**src/rtl/fpga_cfg_bank_loader_if.sv**
```systemverilog
// Serial bitstream handshake between a bitstream source and the bank loader.
interface fpga_cfg_bank_loader_if;
  logic bs_valid;
  logic bs_data;
  logic bs_ready;

  modport master (output bs_valid, output bs_data, input  bs_ready);
  modport slave  (input  bs_valid, input  bs_data, output bs_ready);
endinterface

```
**src/rtl/fpga_cfg_bank_loader.sv**
```systemverilog
// Bank-style configuration loader: assembles BL_WIDTH-bit rows from a serial
// bitstream, drives them onto the bit lines and pulses one word line per row.
// Optional per-row even parity check: define CFG_LOADER_ROW_PARITY_EN.
module fpga_cfg_bank_loader #(
  parameter int BL_WIDTH = 514,
  parameter int WL_WIDTH = 407,
  parameter int WL_PULSE = 2
) (
  input  logic                              clk,
  input  logic                              global_resetn,
  input  logic                              start,
  fpga_cfg_bank_loader_if.slave             bs,
  output logic [0:BL_WIDTH-1]               bl,
  output logic [0:WL_WIDTH-1]               wl,
  output logic                              busy,
  output logic                              cfg_done,
  output logic                              cfg_error,
  output logic [$clog2(WL_WIDTH+1)-1:0]     row_count
);

  localparam int RC_W = $clog2(WL_WIDTH + 1);
  localparam int BC_W = (BL_WIDTH > 1) ? $clog2(BL_WIDTH) : 1;
  localparam int PC_W = $clog2(WL_PULSE + 1);

  typedef enum logic [2:0] {
    ST_IDLE,
    ST_SHIFT,
    ST_SETUP,
    ST_PULSE,
    ST_HOLD,
    ST_DONE,
    ST_ERROR
`ifdef CFG_LOADER_ROW_PARITY_EN
    , ST_PARITY
`endif
  } state_t;

  state_t            r_state;
  state_t            w_next;
  logic [BC_W-1:0]   r_bit_cnt;
  logic [PC_W-1:0]   r_pulse_cnt;
  logic              w_start;
  logic              w_shift_acc;
  logic              w_last_bit;
  logic              w_busy_next;
  logic              w_ready_next;
  logic [0:WL_WIDTH-1] w_wl_next;

  assign w_start     = start && (r_state == ST_IDLE || r_state == ST_DONE ||
                                 r_state == ST_ERROR);
  assign w_shift_acc = (r_state == ST_SHIFT) && bs.bs_valid && bs.bs_ready;
  assign w_last_bit  = (r_bit_cnt == BC_W'(BL_WIDTH - 1));

  // State register
  always_ff @(posedge clk or negedge global_resetn) begin
    if (!global_resetn) r_state <= ST_IDLE;
    else                r_state <= w_next;
  end

  // Next-state logic plus the values the registered outputs take next cycle
  always_comb begin
    w_next       = r_state;
    w_busy_next  = 1'b0;
    w_ready_next = 1'b0;
    w_wl_next    = '0;
    case (r_state)
      ST_IDLE, ST_DONE, ST_ERROR: if (start) w_next = ST_SHIFT;
      ST_SHIFT: begin
        if (w_shift_acc && w_last_bit) begin
`ifdef CFG_LOADER_ROW_PARITY_EN
          w_next = ST_PARITY;
`else
          w_next = ST_SETUP;
`endif
        end
      end
`ifdef CFG_LOADER_ROW_PARITY_EN
      ST_PARITY: begin
        if (bs.bs_valid && bs.bs_ready)
          w_next = ((^bl) ^ bs.bs_data) ? ST_ERROR : ST_SETUP;
      end
`endif
      ST_SETUP: w_next = ST_PULSE;
      ST_PULSE: if (r_pulse_cnt == PC_W'(WL_PULSE - 1)) w_next = ST_HOLD;
      ST_HOLD:  w_next = ((row_count + RC_W'(1)) == RC_W'(WL_WIDTH)) ? ST_DONE
                                                                     : ST_SHIFT;
      default:  w_next = ST_IDLE;
    endcase

    // Outputs are registered from the next state so they line up with it
    case (w_next)
      ST_SHIFT: begin w_busy_next = 1'b1; w_ready_next = 1'b1; end
`ifdef CFG_LOADER_ROW_PARITY_EN
      ST_PARITY: begin w_busy_next = 1'b1; w_ready_next = 1'b1; end
`endif
      ST_SETUP, ST_PULSE, ST_HOLD: w_busy_next = 1'b1;
      default: ;
    endcase
    for (int unsigned i = 0; i < WL_WIDTH; i++)
      w_wl_next[i] = (w_next == ST_PULSE) && (row_count == RC_W'(i));
  end

  // Row assembly, pulse timing, row counting and registered outputs
  always_ff @(posedge clk or negedge global_resetn) begin
    if (!global_resetn) begin
      r_bit_cnt    <= '0;
      r_pulse_cnt  <= '0;
      bl           <= '0;
      wl           <= '0;
      busy         <= 1'b0;
      cfg_done     <= 1'b0;
      row_count    <= '0;
      bs.bs_ready  <= 1'b0;
    end else begin
      if (w_start) begin
        row_count <= '0;
        cfg_done  <= 1'b0;
        r_bit_cnt <= '0;
      end
      if (w_shift_acc) begin
        bl[r_bit_cnt] <= bs.bs_data;
        r_bit_cnt     <= w_last_bit ? '0 : r_bit_cnt + BC_W'(1);
      end
      r_pulse_cnt <= (r_state == ST_PULSE) ? r_pulse_cnt + PC_W'(1) : '0;
      if (r_state == ST_HOLD) row_count <= row_count + RC_W'(1);
      if (r_state == ST_HOLD && w_next == ST_DONE) cfg_done <= 1'b1;
      busy        <= w_busy_next;
      bs.bs_ready <= w_ready_next;
      wl          <= w_wl_next;
    end
  end

`ifdef CFG_LOADER_ROW_PARITY_EN
  // Sticky parity error, cleared by a fresh start
  always_ff @(posedge clk or negedge global_resetn) begin
    if (!global_resetn)                                cfg_error <= 1'b0;
    else if (w_start)                                  cfg_error <= 1'b0;
    else if (r_state == ST_PARITY && w_next == ST_ERROR) cfg_error <= 1'b1;
  end
`else
  assign cfg_error = 1'b0;
`endif

endmodule

```
**src/flat_wrapper.sv**
```systemverilog
// flat-port wrapper written by rule: the top's interface ports become plain ports
module fpga_cfg_bank_loader_flat 
#(
  parameter int BL_WIDTH = 514,
  parameter int WL_WIDTH = 407,
  parameter int WL_PULSE = 2
)
  (clk, global_resetn, start, bl, wl, busy, cfg_done, cfg_error, row_count, bs_bs_valid, bs_bs_data, bs_bs_ready);
  fpga_cfg_bank_loader_if bs_i ();
  input  logic clk;
  input  logic global_resetn;
  input  logic start;
  output logic [0:BL_WIDTH-1] bl;
  output logic [0:WL_WIDTH-1] wl;
  output logic busy;
  output logic cfg_done;
  output logic cfg_error;
  output logic [$clog2(WL_WIDTH+1)-1:0] row_count;
  input wire logic [$bits(bs_i.bs_valid)-1:0] bs_bs_valid;
  input wire logic [$bits(bs_i.bs_data)-1:0] bs_bs_data;
  output wire logic [$bits(bs_i.bs_ready)-1:0] bs_bs_ready;
  assign bs_i.bs_valid = bs_bs_valid;
  assign bs_i.bs_data = bs_bs_data;
  assign bs_bs_ready = bs_i.bs_ready;
  fpga_cfg_bank_loader #(.BL_WIDTH(BL_WIDTH), .WL_WIDTH(WL_WIDTH), .WL_PULSE(WL_PULSE)) u_core (.clk(clk), .global_resetn(global_resetn), .start(start), .bs(bs_i), .bl(bl), .wl(wl), .busy(busy), .cfg_done(cfg_done), .cfg_error(cfg_error), .row_count(row_count));
endmodule
```
**config.mk**
```make
export PLATFORM = sky130hd
export DESIGN_NAME = fpga_cfg_bank_loader_flat
export DESIGN_NICKNAME = d
export VERILOG_FILES = /design/src/rtl/fpga_cfg_bank_loader_if.sv /design/src/rtl/fpga_cfg_bank_loader.sv /design/src/flat_wrapper.sv
export SDC_FILE = /design/constraint.sdc
export NUM_CORES = 1
export LEC_CHECK = 0
export ABC_AREA = 0
export BUFFER_PORTS_ARGS = -buffer_cell sky130_fd_sc_hd__clkbuf_2
export CELL_PAD_IN_SITES_DETAIL_PLACEMENT = 1
export CELL_PAD_IN_SITES_GLOBAL_PLACEMENT = 1
export CORE_AREA = 2 2 368 370
export DETAILED_ROUTE_END_ITERATION = 10
export DIE_AREA = 0 0 370 372
export PLACE_DENSITY_LB_ADDON = 0.1
export SKIP_CTS_REPAIR_TIMING = 1
export SLEW_MARGIN = 20
export SYNTH_ARGS = -nofsm -noshare
export SYNTH_HDL_FRONTEND = slang
export SYNTH_SLANG_ARGS = --single-unit
```
**constraint.sdc**
```tcl
create_clock -name clk -period 2.4 [get_ports clk]
set_input_delay 0.24 -clock clk [delete_from_list [all_inputs] [get_ports clk]]
set_output_delay 0.24 -clock clk [all_outputs]
set_load 0.05 [all_outputs]
```
==> metrics, run 1 <==
outcome complete, no violations; Hold Crit Class primary input to flip-flop; Longest Clk Path Bufs 3; Seq/Total Area, Yosys 66.5%; Slew Limit Fails 0; FFs w/ async S/R, synth 100%; vias in the first global route 32100; area taken by multi-input logic gates 10900 µm²; Mapped Cells 3499; remaining antenna violation count after routing 0; ys flop type dfrtp_1; Critical Path AT 2.85 ns; port bufs 937; CTS tree done; clock latency on the worst-skew pair 0.74 ns; final critical-path share of the clock period 93.9%; Worst Path Required 3.00 ns; Final Skew 0.0278 ns; Synth Area per Inst 10.2 µm²; critical path fanouts, max 14; Placeable Area 134000 µm²; crit path to u_core.bl[158]; Clock transition at path regs 0.06 ns; Most common cell on crit path or2_2; setup violators final 0; final setup TNS 0 ns; largest net degree at the start of global routing 119; Yosys warning count 0; layout cells sized above 1 32.2%; Min Clock Period, post-route 2.25 ns; post-synth net total 3514; number of synthesized flops with an enable pin 0; I/O pin count 939; Setup WS post-layout 0.147 ns; flop-to-flop setup slack 0.15 ns; PD cells 793 nW/µm²; First DRT Iteration DRCs 2427; WS Path Type flip-flop to flip-flop; dpl cell area 44000 µm²; CTS H-tree lvls 3; wire per inst 28.1 µm; Reg2Reg Depth 6; CTS sink count 948; Place WS 0.141 ns; post-synth cell types 57; Worst setup SP type flip-flop; CP top delay family simple AND/OR/NAND/NOR gates; Crit. path cell count 6; cts bufs inserted 110; Die Area 138000 µm²; chip height 372 µm; RSZ-0062 raised after global routing no; routability cong. 0.811; placed cell count 6177; CP max-delay cell or2_2; peak supply drop 0.558 mV; Critical Path, Cell by Cell nand3b_4, or2_2, buf_4, or2_2, o21ai_0, nand2_1; grt total ovfl 0; Cell Count, Final, Fillers Out 6382; num rows 135; Tot Pwr 38.0 mW; #FFs+latches synth 948; Initial Utilization 26.6%; WL final 179 mm; maxcap violations 0; Worst R2R Start u_core.r_state[2]; CP Capture Type flip-flop; CP peak stage delay 0.49 ns; root buf cell clkbuf_16; Reg area 23700 µm²; Leak 25.8 nW; worst slew pin tran 1.13 ns; DRC Markers 0; initial antenna violation count 7; Nets 4527; Worst Setup SP u_core.r_state[2]; GRT Util Overall 25.5%; 1st-pass router iterations 5; via count 31400; dpl hpwl 129 mm; DR vias/cell 4.93; first-pass GRT wire length 252 mm; Worst slew margin 24.6%; Mapped Area 35700 µm²; area grow syn2layout 34.2%; final instance area 47900 µm²; worst r2r dst u_core.bl[158]; number of fill cells in the layout 15300; Worst Path Buf+Inv 1; Max Fclk 444 MHz; Die W 370 µm; Fin. Hold Viols 0
[worst min-delay path by stage]
stage                       start                end  cells past startpoint
global placement    global_resetn     u_core.wl[264]                      1
CTS                 global_resetn     u_core.wl[265]                      1
floorplan           global_resetn       u_core.bl[0]                      0
detailed placement  global_resetn     u_core.wl[264]                      1
finish                 bs_bs_data     u_core.bl[408]                      3
global route          bs_bs_valid  u_core.r_state[1]                      4
[registers in the layout, summed over array words and instances, names as in the netlist]
| signal | count |
|---|---|
| u_core.bl | 514 |
| u_core.wl | 407 |
| u_core.r_bit_cnt | 10 |
| u_core.row_count | 9 |
| u_core.r_state | 3 |
| u_core.r_pulse_cnt | 2 |
| u_core.bs.bs_ready | 1 |
| u_core.busy | 1 |
| u_core.cfg_done | 1 |
[worst reg2reg max path: cells and delay by family (launching register included)]
kind	cells	cell delay [ns]
flops	1	0.38
compound gates	1	0.24
simple gates	4	1.25
buf+inv	1	0.26
[synth_stat cells (2+ instances only)]
master | number | share of area [%]
or3_1 | 11 | 0.19
buf_2 | 32 | 0.45
nor3_2 | 11 | 0.31
nor2_1 | 499 | 5.3
o21ai_0 | 462 | 6.5
and2_1 | 4 | 0.070
clkbuf_1 | 255 | 2.7
ha_1 | 10 | 0.35
nand3_1 | 502 | 7.0
a21oi_2 | 2 | 0.049
a22o_1 | 3 | 0.074
nor2b_1 | 14 | 0.25
a31oi_1 | 2 | 0.035
nand2b_1 | 10 | 0.18
a21oi_1 | 13 | 0.18
buf_1 | 4 | 0.042
and2_0 | 3 | 0.053
or3b_2 | 3 | 0.074
nor3b_1 | 5 | 0.11
a221o_1 | 2 | 0.056
nor3_1 | 9 | 0.13
nand2_1 | 562 | 5.9
and3_1 | 4 | 0.070
nand3b_1 | 3 | 0.063
nand4_1 | 3 | 0.053
buf_6 | 2 | 0.063
nand4b_1 | 3 | 0.074
or2_2 | 10 | 0.18
inv_1 | 10 | 0.11
mux2_1 | 18 | 0.57
mux2_2 | 46 | 1.5
o22ai_1 | 2 | 0.035
nor3_4 | 2 | 0.091
xor2_1 | 3 | 0.074
buf_4 | 5 | 0.11
dfrtp_1 | 948 | 67
or2_1 | 2 | 0.035
[metal layers]
metal	vias to the layer above	share of wire, %	track usage [%]
met5	-	0	0
met4	0	2.9	7.55
met3	195	6.4	5.44
met2	1007	46	40.6
met1	16700	44	34.8
li1	13600	-	-
[through the flow]
| stage | util [%] | hold slack [ns] |
|---|---|---|
| after floorplan | - | -0.0556 |
| after global placement | 32.8 | 0.147 |
| after detailed placement | 32.8 | 0.145 |
| after CTS | 35.6 | -0.658 |
| after global routing | 35.6 | 0.0149 |
| final | 35.6 | 0.0278 |
[report_power, final]
group / internal, mW / switching, mW / leakage, nW / total [mW]
logic: 0.936 / 3.07 / 10.8 / 4.01
registers: 16.2 / 0.169 / 13.2 / 16.4
clock network: 10.3 / 7.33 / 1.84 / 17.6
total: 27.4 / 10.6 / 25.8 / 38.0
[layout make-up]
type / count / share of cell area [%]
Timing Repair Buffer: 1199 / 15.1
Inverter: 10 / 0.0784
Multi-Input combinational cell: 2243 / 22.7
Clock buffer: 160 / 6.73
Clock inverter: 39 / 1.16
Sequential cell: 948 / 49.6
Antenna cell: 2 / 0.0105
Tap cell: 1781 / 4.66
[layout by cell type (no fill, tap or decap), types with 4 or more instances in the layout]
master and n:
a21oi_1 13, and2_1 4, and3_1 4, buf_12 43, buf_4 215, bufinv_16 9, clkbuf_1 22, clkbuf_16 110
clkbuf_2 935, clkbuf_8 28, clkinv_2 16, clkinvlp_4 6, dfrtp_1 946, dlygate4sd3_1 4, ha_1 10, inv_1 10
mux2_1 18, mux2_2 46, nand2_1 560, nand2b_1 10, nand3_1 502, nor2_1 477, nor2_2 8, nor2_4 14
nor2b_1 14, nor3_1 7, nor3_2 10, nor3_4 5, nor3b_1 5, o21ai_0 462, or2_2 10, or3_1 11
[kinds of logic (layout without fill, tap and decap cells)]
family / after synthesis / count (layout) / synth area share (%)
adders and majority gates: 10 / 10 / 0.351
DFF: 948 / 948 / 66.5
buffers and inverters: 308 / 1408 / 3.45
xor gates and xnor gates: 4 / 4 / 0.0983
other: 1 / 3 / 0.0105
and+or+nand+nor: 1669 / 1669 / 20.4
muxes: 66 / 66 / 2.09
AOI/OAI and AO/OA: 493 / 493 / 7.09
Power figures use the tool's default switching activity.
==> inputs of run 2 (changes only) <==
- ABC_AREA: 0 -> unset
- BUFFER_PORTS_ARGS: -buffer_cell sky130_fd_sc_hd__clkbuf_2 -> unset
- DONT_BUFFER_PORTS: unset -> 1
==> metrics, run 2 (synthesis results as in run 1) <==
worst slew pin tran 1.01 ns (was 1.13 ns); Biggest register u_core.bl (unchanged); I/O pin count 939 (unchanged); Die W 370 µm (unchanged); Reg area 23700 µm² (unchanged); Worst setup SP type flip-flop (unchanged); dpl cell area 39000 µm² (was 44000 µm²); area grow syn2layout 20.9% (was 34.2%); root buf cell clkbuf_16 (unchanged); DRC Markers 0 (unchanged); CTS H-tree lvls 3 (unchanged); Max Fclk 434 MHz (was 444 MHz); CTS tree done (unchanged); CP peak stage delay 0.45 ns (was 0.49 ns); num rows 135 (unchanged); number of fill cells in the layout 14700 (was 15300); Tot Pwr 38.1 mW (was 38.0 mW); Placeable Area 134000 µm² (unchanged); Setup WS post-layout 0.0970 ns (was 0.147 ns); Critical Path AT 2.94 ns (was 2.85 ns); max reg flops 514 (unchanged); Initial Utilization 26.6% (unchanged); Fin. Hold Viols 271 (was 0); final instance area 43100 µm² (was 47900 µm²); CP Capture Type flip-flop (unchanged); layout cells sized above 1 14.1% (was 32.2%); Final Skew 0.0280 ns (was 0.0278 ns); largest net degree at the start of global routing 949 (was 119); grt total ovfl 0 (unchanged); routability cong. 0.831 (was 0.811); Top Registers u_core.bl (514), u_core.wl (407), u_core.r_bit_cnt (10) (unchanged); failing checks negative hold slack; peak supply drop 0.558 mV (about the same); flop-to-flop setup slack 0.1 ns (was 0.15 ns); Leak 21.4 nW (was 25.8 nW); DR vias/cell 5.08 (was 4.93); first-pass GRT wire length 232 mm (was 252 mm); WS Path Type flip-flop to flip-flop (unchanged); maxcap violations 0 (unchanged); PD cells 882 nW/µm² (was 793 nW/µm²); Clock transition at path regs 0.06 ns (about the same); final setup TNS 0 ns (unchanged); final hold slack -0.565 ns (was 0.0278 ns); dpl hpwl 114 mm (was 129 mm); outcome finished with violations (was complete, no violations); most common cell after layout, fill and taps aside dfrtp_1 (unchanged); Slew Limit Fails 0 (unchanged); Critical Path, Cell by Cell nand2b_1, or2_2, buf_12, nor3_2, buf_4, nand3_1, nand2_1 (was nand3b_4, or2_2, buf_4, or2_2, o21ai_0, nand2_1); via count 27500 (was 31400); most frequent cells in the layout 946 x dfrtp_1, 559 x nand2_1, 502 x nand3_1 (was 946 x dfrtp_1, 935 x clkbuf_2, 560 x nand2_1); Die Area 138000 µm² (unchanged); final critical-path share of the clock period 96.0% (was 93.9%); First DRT Iteration DRCs 2001 (was 2427); setup violators final 0 (unchanged); Worst slew margin 32.8% (was 24.6%); port bufs 0 (was 937); Worst Path Required 3.04 ns (was 3.00 ns); critical path fanouts, max 32 (was 14); cts bufs inserted 108 (was 110); Worst Path Buf+Inv 2 (was 1); 1st-pass router iterations 4 (was 5); wire per inst 30.9 µm (was 28.1 µm); CP max-delay cell dfrtp_1 (was or2_2); area taken by multi-input logic gates 10900 µm² (about the same); WL final 167 mm (was 179 mm); vias in the first global route 28500 (was 32100); CP top delay family simple AND/OR/NAND/NOR gates (unchanged); Longest Clk Path Bufs 3 (unchanged); initial antenna violation count 11 (was 7); Nets 3551 (was 4527); Place WS 0.0346 ns (was 0.141 ns); chip height 372 µm (unchanged); Min Clock Period, post-route 2.30 ns (was 2.25 ns); Hold Crit Class primary input to asynchronous set/reset pin (was primary input to flip-flop); CTS sink count 948 (unchanged); GRT Util Overall 23.5% (was 25.5%); RSZ-0062 raised after global routing yes (was no); clock latency on the worst-skew pair 0.73 ns (was 0.74 ns); remaining antenna violation count after routing 0 (unchanged)
## run 2: cell types whose count changed in the layout (fill, tap and decap cells not counted), moves of 7 or more
cell,change
buf_4,-42
clkbuf_8,-9
buf_16,+7
clkbuf_2,-935
bufinv_16,+7
## run 2: path summary, 6_finish.rpt
kind	from	endpoint	cells after the start
hold reg to reg	u_core.r_pulse_cnt[0]	u_core.r_pulse_cnt[0]	1
min in group clk	bs_bs_data	u_core.bl[404]	2
hold / removal	global_resetn	u_core.bl[195]	1
setup reg to reg	u_core.r_state[0]	u_core.bl[255]	7
setup / recovery	u_core.r_state[0]	u_core.bl[255]	7
max in group asynchronous	global_resetn	u_core.bl[464]	4
## run 2: per-layer routing
layer | GRT usage, % | wire length [µm] | up-vias
met1 | 29.3 | 68200 | 14700
met4 | 8.39 | 5540 | 0
li1 | - | - | 11600
met5 | 0 | 0 | -
met2 | 37.7 | 78500 | 1011
met3 | 8.29 | 15000 | 198
## run 2: power breakdown
group          total, mW  leakage, nW  internal, mW  switching (mW)
logic               3.26         6.30         0.864            2.40
clock network       17.9         1.87          10.7            7.28
registers           16.8         13.2          16.2           0.672
## run 2: area by class of cell
cell class | count | share of cell area (%)
Tap cell | 1781 | 5.17
Sequential cell | 948 | 55.0
Clock inverter | 50 | 1.86
Multi-Input combinational cell | 2243 | 25.2
Inverter | 10 | 0.0870
Clock buffer | 152 | 7.09
Antenna cell | 5 | 0.0290
Timing Repair Buffer | 225 | 5.52
## run 2: stage by stage
step | std cells | util, %
final | 5414 | 32.1
after global placement | 5196 | 29.0
after CTS | 5398 | 31.9
after global routing | 5409 | 32.1
after detailed placement | 5196 | 29.0
after floorplan | 3499 | -
==> inputs of run 3 (changes only) <==
- CELL_PAD_IN_SITES_DETAIL_PLACEMENT: 1 -> unset
- CELL_PAD_IN_SITES_GLOBAL_PLACEMENT: 1 -> unset
- CORE_AREA: 2 2 368 370 -> 2 2 371 373
- DIE_AREA: 0 0 370 372 -> 0 0 373 375
- PLACE_DENSITY_LB_ADDON: 0.1 -> unset
==> metrics, run 3 (synthesis results as in run 1) <==
final hold slack -0.756 ns (was -0.565 ns); GR Util met3 7.61% (was 8.29%); Final Skew 0.0475 ns (was 0.0280 ns); CTS sink count 948 (unchanged); grt met2 use 34.5% (was 37.7%); chip height 375 µm (was 372 µm); CTS H-tree lvls 3 (unchanged); initial antenna violation count 9 (was 11); Die W 373 µm (was 370 µm); wire per inst 28.6 µm (was 30.9 µm); num rows 136 (was 135); Hold Crit Class primary input to asynchronous set/reset pin (unchanged); Fin. Hold Viols 300 (was 271); setup violators final 0 (unchanged); cts bufs inserted 102 (was 108); First DRT Iteration DRCs 3096 (was 2001); cell internal pwr 26.7 mW (was 27.7 mW); GRT Util Overall 21.3% (was 23.5%); DR vias/cell 5.11 (was 5.08); Tot Pwr 36.8 mW (was 38.1 mW); switching power 10.1 mW (was 10.3 mW); WS Path Type flip-flop to flip-flop (unchanged); layout cells sized above 1 14.3% (was 14.1%); switching share of power 27.4% (was 27.2%); routability cong. 0.853 (was 0.831); Die Area 140000 µm² (was 138000 µm²); dpl hpwl 106 mm (was 114 mm); port bufs 0 (unchanged); Placeable Area 136000 µm² (was 134000 µm²); grt total ovfl 0 (unchanged); CTS tree done (unchanged); final critical-path share of the clock period 94.6% (was 96.0%); via count 27700 (was 27500); most frequent cells in the layout 946 x dfrtp_1, 561 x nand2_1, 502 x nand3_1 (was 946 x dfrtp_1, 559 x nand2_1, 502 x nand3_1); peak supply drop 0.645 mV (was 0.558 mV); Critical Path AT 2.81 ns (was 2.94 ns); post-layout util 31.3% (was 32.1%); DRC Markers 0 (unchanged); most common cell after layout, fill and taps aside dfrtp_1 (unchanged); RSZ-0062 raised after global routing no (was yes); maxcap violations 0 (unchanged); WL final 155 mm (was 167 mm); Initial Utilization 26.2% (was 26.6%); worst slew pin tran 1.63 ns (was 1.01 ns); Worst slew margin -8.40% (was 32.8%); clock latency on the worst-skew pair 0.72 ns (was 0.73 ns); combinational share of power 8.4% (was 8.6%); PD cells 862 nW/µm² (was 882 nW/µm²); root buf cell clkbuf_16 (unchanged); flop-to-flop setup slack 0.13 ns (was 0.1 ns); outcome finished with violations (unchanged); CP Capture Type flip-flop (unchanged); I/O pin count 939 (unchanged); Clock transition at path regs 0.06 ns (about the same); area grow syn2layout 19.7% (was 20.9%); Longest Clk Path Bufs 3 (unchanged); Worst setup SP type flip-flop (unchanged); Min Clock Period, post-route 2.27 ns (was 2.30 ns); Slew Limit Fails 163 (was 0); power share of the clock group 45.7% (was 47.2%); Max Fclk 441 MHz (was 434 MHz); max reg flops 514 (unchanged); largest net degree at the start of global routing 949 (unchanged); 1st-pass router iterations 6 (was 4); remaining antenna violation count after routing 0 (unchanged); Top Registers u_core.bl (514), u_core.wl (407), u_core.r_bit_cnt (10) (unchanged); failing checks negative hold slack, max-slew violations (was negative hold slack); Worst Path Required 2.94 ns (was 3.04 ns); final setup TNS 0 ns (unchanged); critical path fanouts, max 5 (was 32); vias in the first global route 26600 (was 28500); Nets 3549 (was 3551); met1 Use GR 25.5% (was 29.3%); busiest layer in global routing met2 (unchanged); first-pass GRT wire length 214 mm (was 232 mm); Sequential Power Share 46.0% (was 44.3%); Biggest register u_core.bl (unchanged); Leak 21.2 nW (was 21.4 nW)
## run 3: changes by cell type in the layout (fill, tap and decap cells not counted), sizes merged
| cell | before | now |
|---|---|---|
| clkinv | 26 | 24 |
| clkbuf | 154 | 140 |
| buf | 221 | 226 |
| clkinvlp | 6 | 5 |
| inv | 12 | 19 |
| bufinv | 16 | 10 |
| diode | 5 | 4 |
## run 3: stage by stage
stage	worst slack (ns)	cells	hold WS, ns	area, µm²
after floorplan	0.0247	3499	-0.0556	35700
after global routing	0.0152	5412	-0.811	42700
after global placement	0.207	5215	0.000123	38800
after detailed placement	0.142	5215	0.000531	38800
after CTS	0.139	5402	-0.771	42500
final	0.131	5415	-0.756	42700
## run 3: final cells by class
cell class	instances	area, µm²
antenna	4	10.0
clock buffer	139	2930
clock inverter	48	681
fill	13700	93600
inverter	10	37.5
multi-input combinational	2243	10900
sequential	948	23700
tap	1794	2240
timing repair buffer	229	2200
## run 3: worst paths after layout
| path | cells past startpoint | endpoint | startpoint |
|---|---|---|---|
| min in group clk | 2 | u_core.bl[395] | bs_bs_data |
| min | 0 | u_core.wl[85] | global_resetn |
| max reg2reg | 6 | u_core.r_state[0] | u_core.r_bit_cnt[1] |
| max in group asynchronous | 4 | u_core.bl[190] | global_resetn |
| min reg2reg | 1 | u_core.r_pulse_cnt[0] | u_core.r_pulse_cnt[0] |
| max | 6 | u_core.r_state[0] | u_core.r_bit_cnt[1] |
## run 3: metal layers
| metal | up-vias | wire (µm) |
|---|---|---|
| li1 | 11600 | - |
| met5 | - | 0 |
| met3 | 324 | 17000 |
| met2 | 1561 | 73600 |
| met1 | 14200 | 57200 |
| met4 | 0 | 6920 |
## run 3: worst max-delay path: stages (launching register included)
cell and delay (ns):
dfrtp_1 0.43, inv_1 0.10, ha_1 0.16, or4b_4 0.51, or4_4 0.60, a21oi_1 0.17, o221ai_1 0.13
## run 3: power groups by stage
stage | logic [mW] | clock network (mW) | registers [mW]
4_1_cts | 2.73 | 17.0 | 16.9
6_report | 3.08 | 16.8 | 16.9
3_3_place_gp | 2.68 | 0 | 17.2
5_1_grt | 3.34 | 17.7 | 16.9
3_5_place_dp | 2.72 | 0 | 17.2
2_1_floorplan | 1.45 | 0 | 17.1
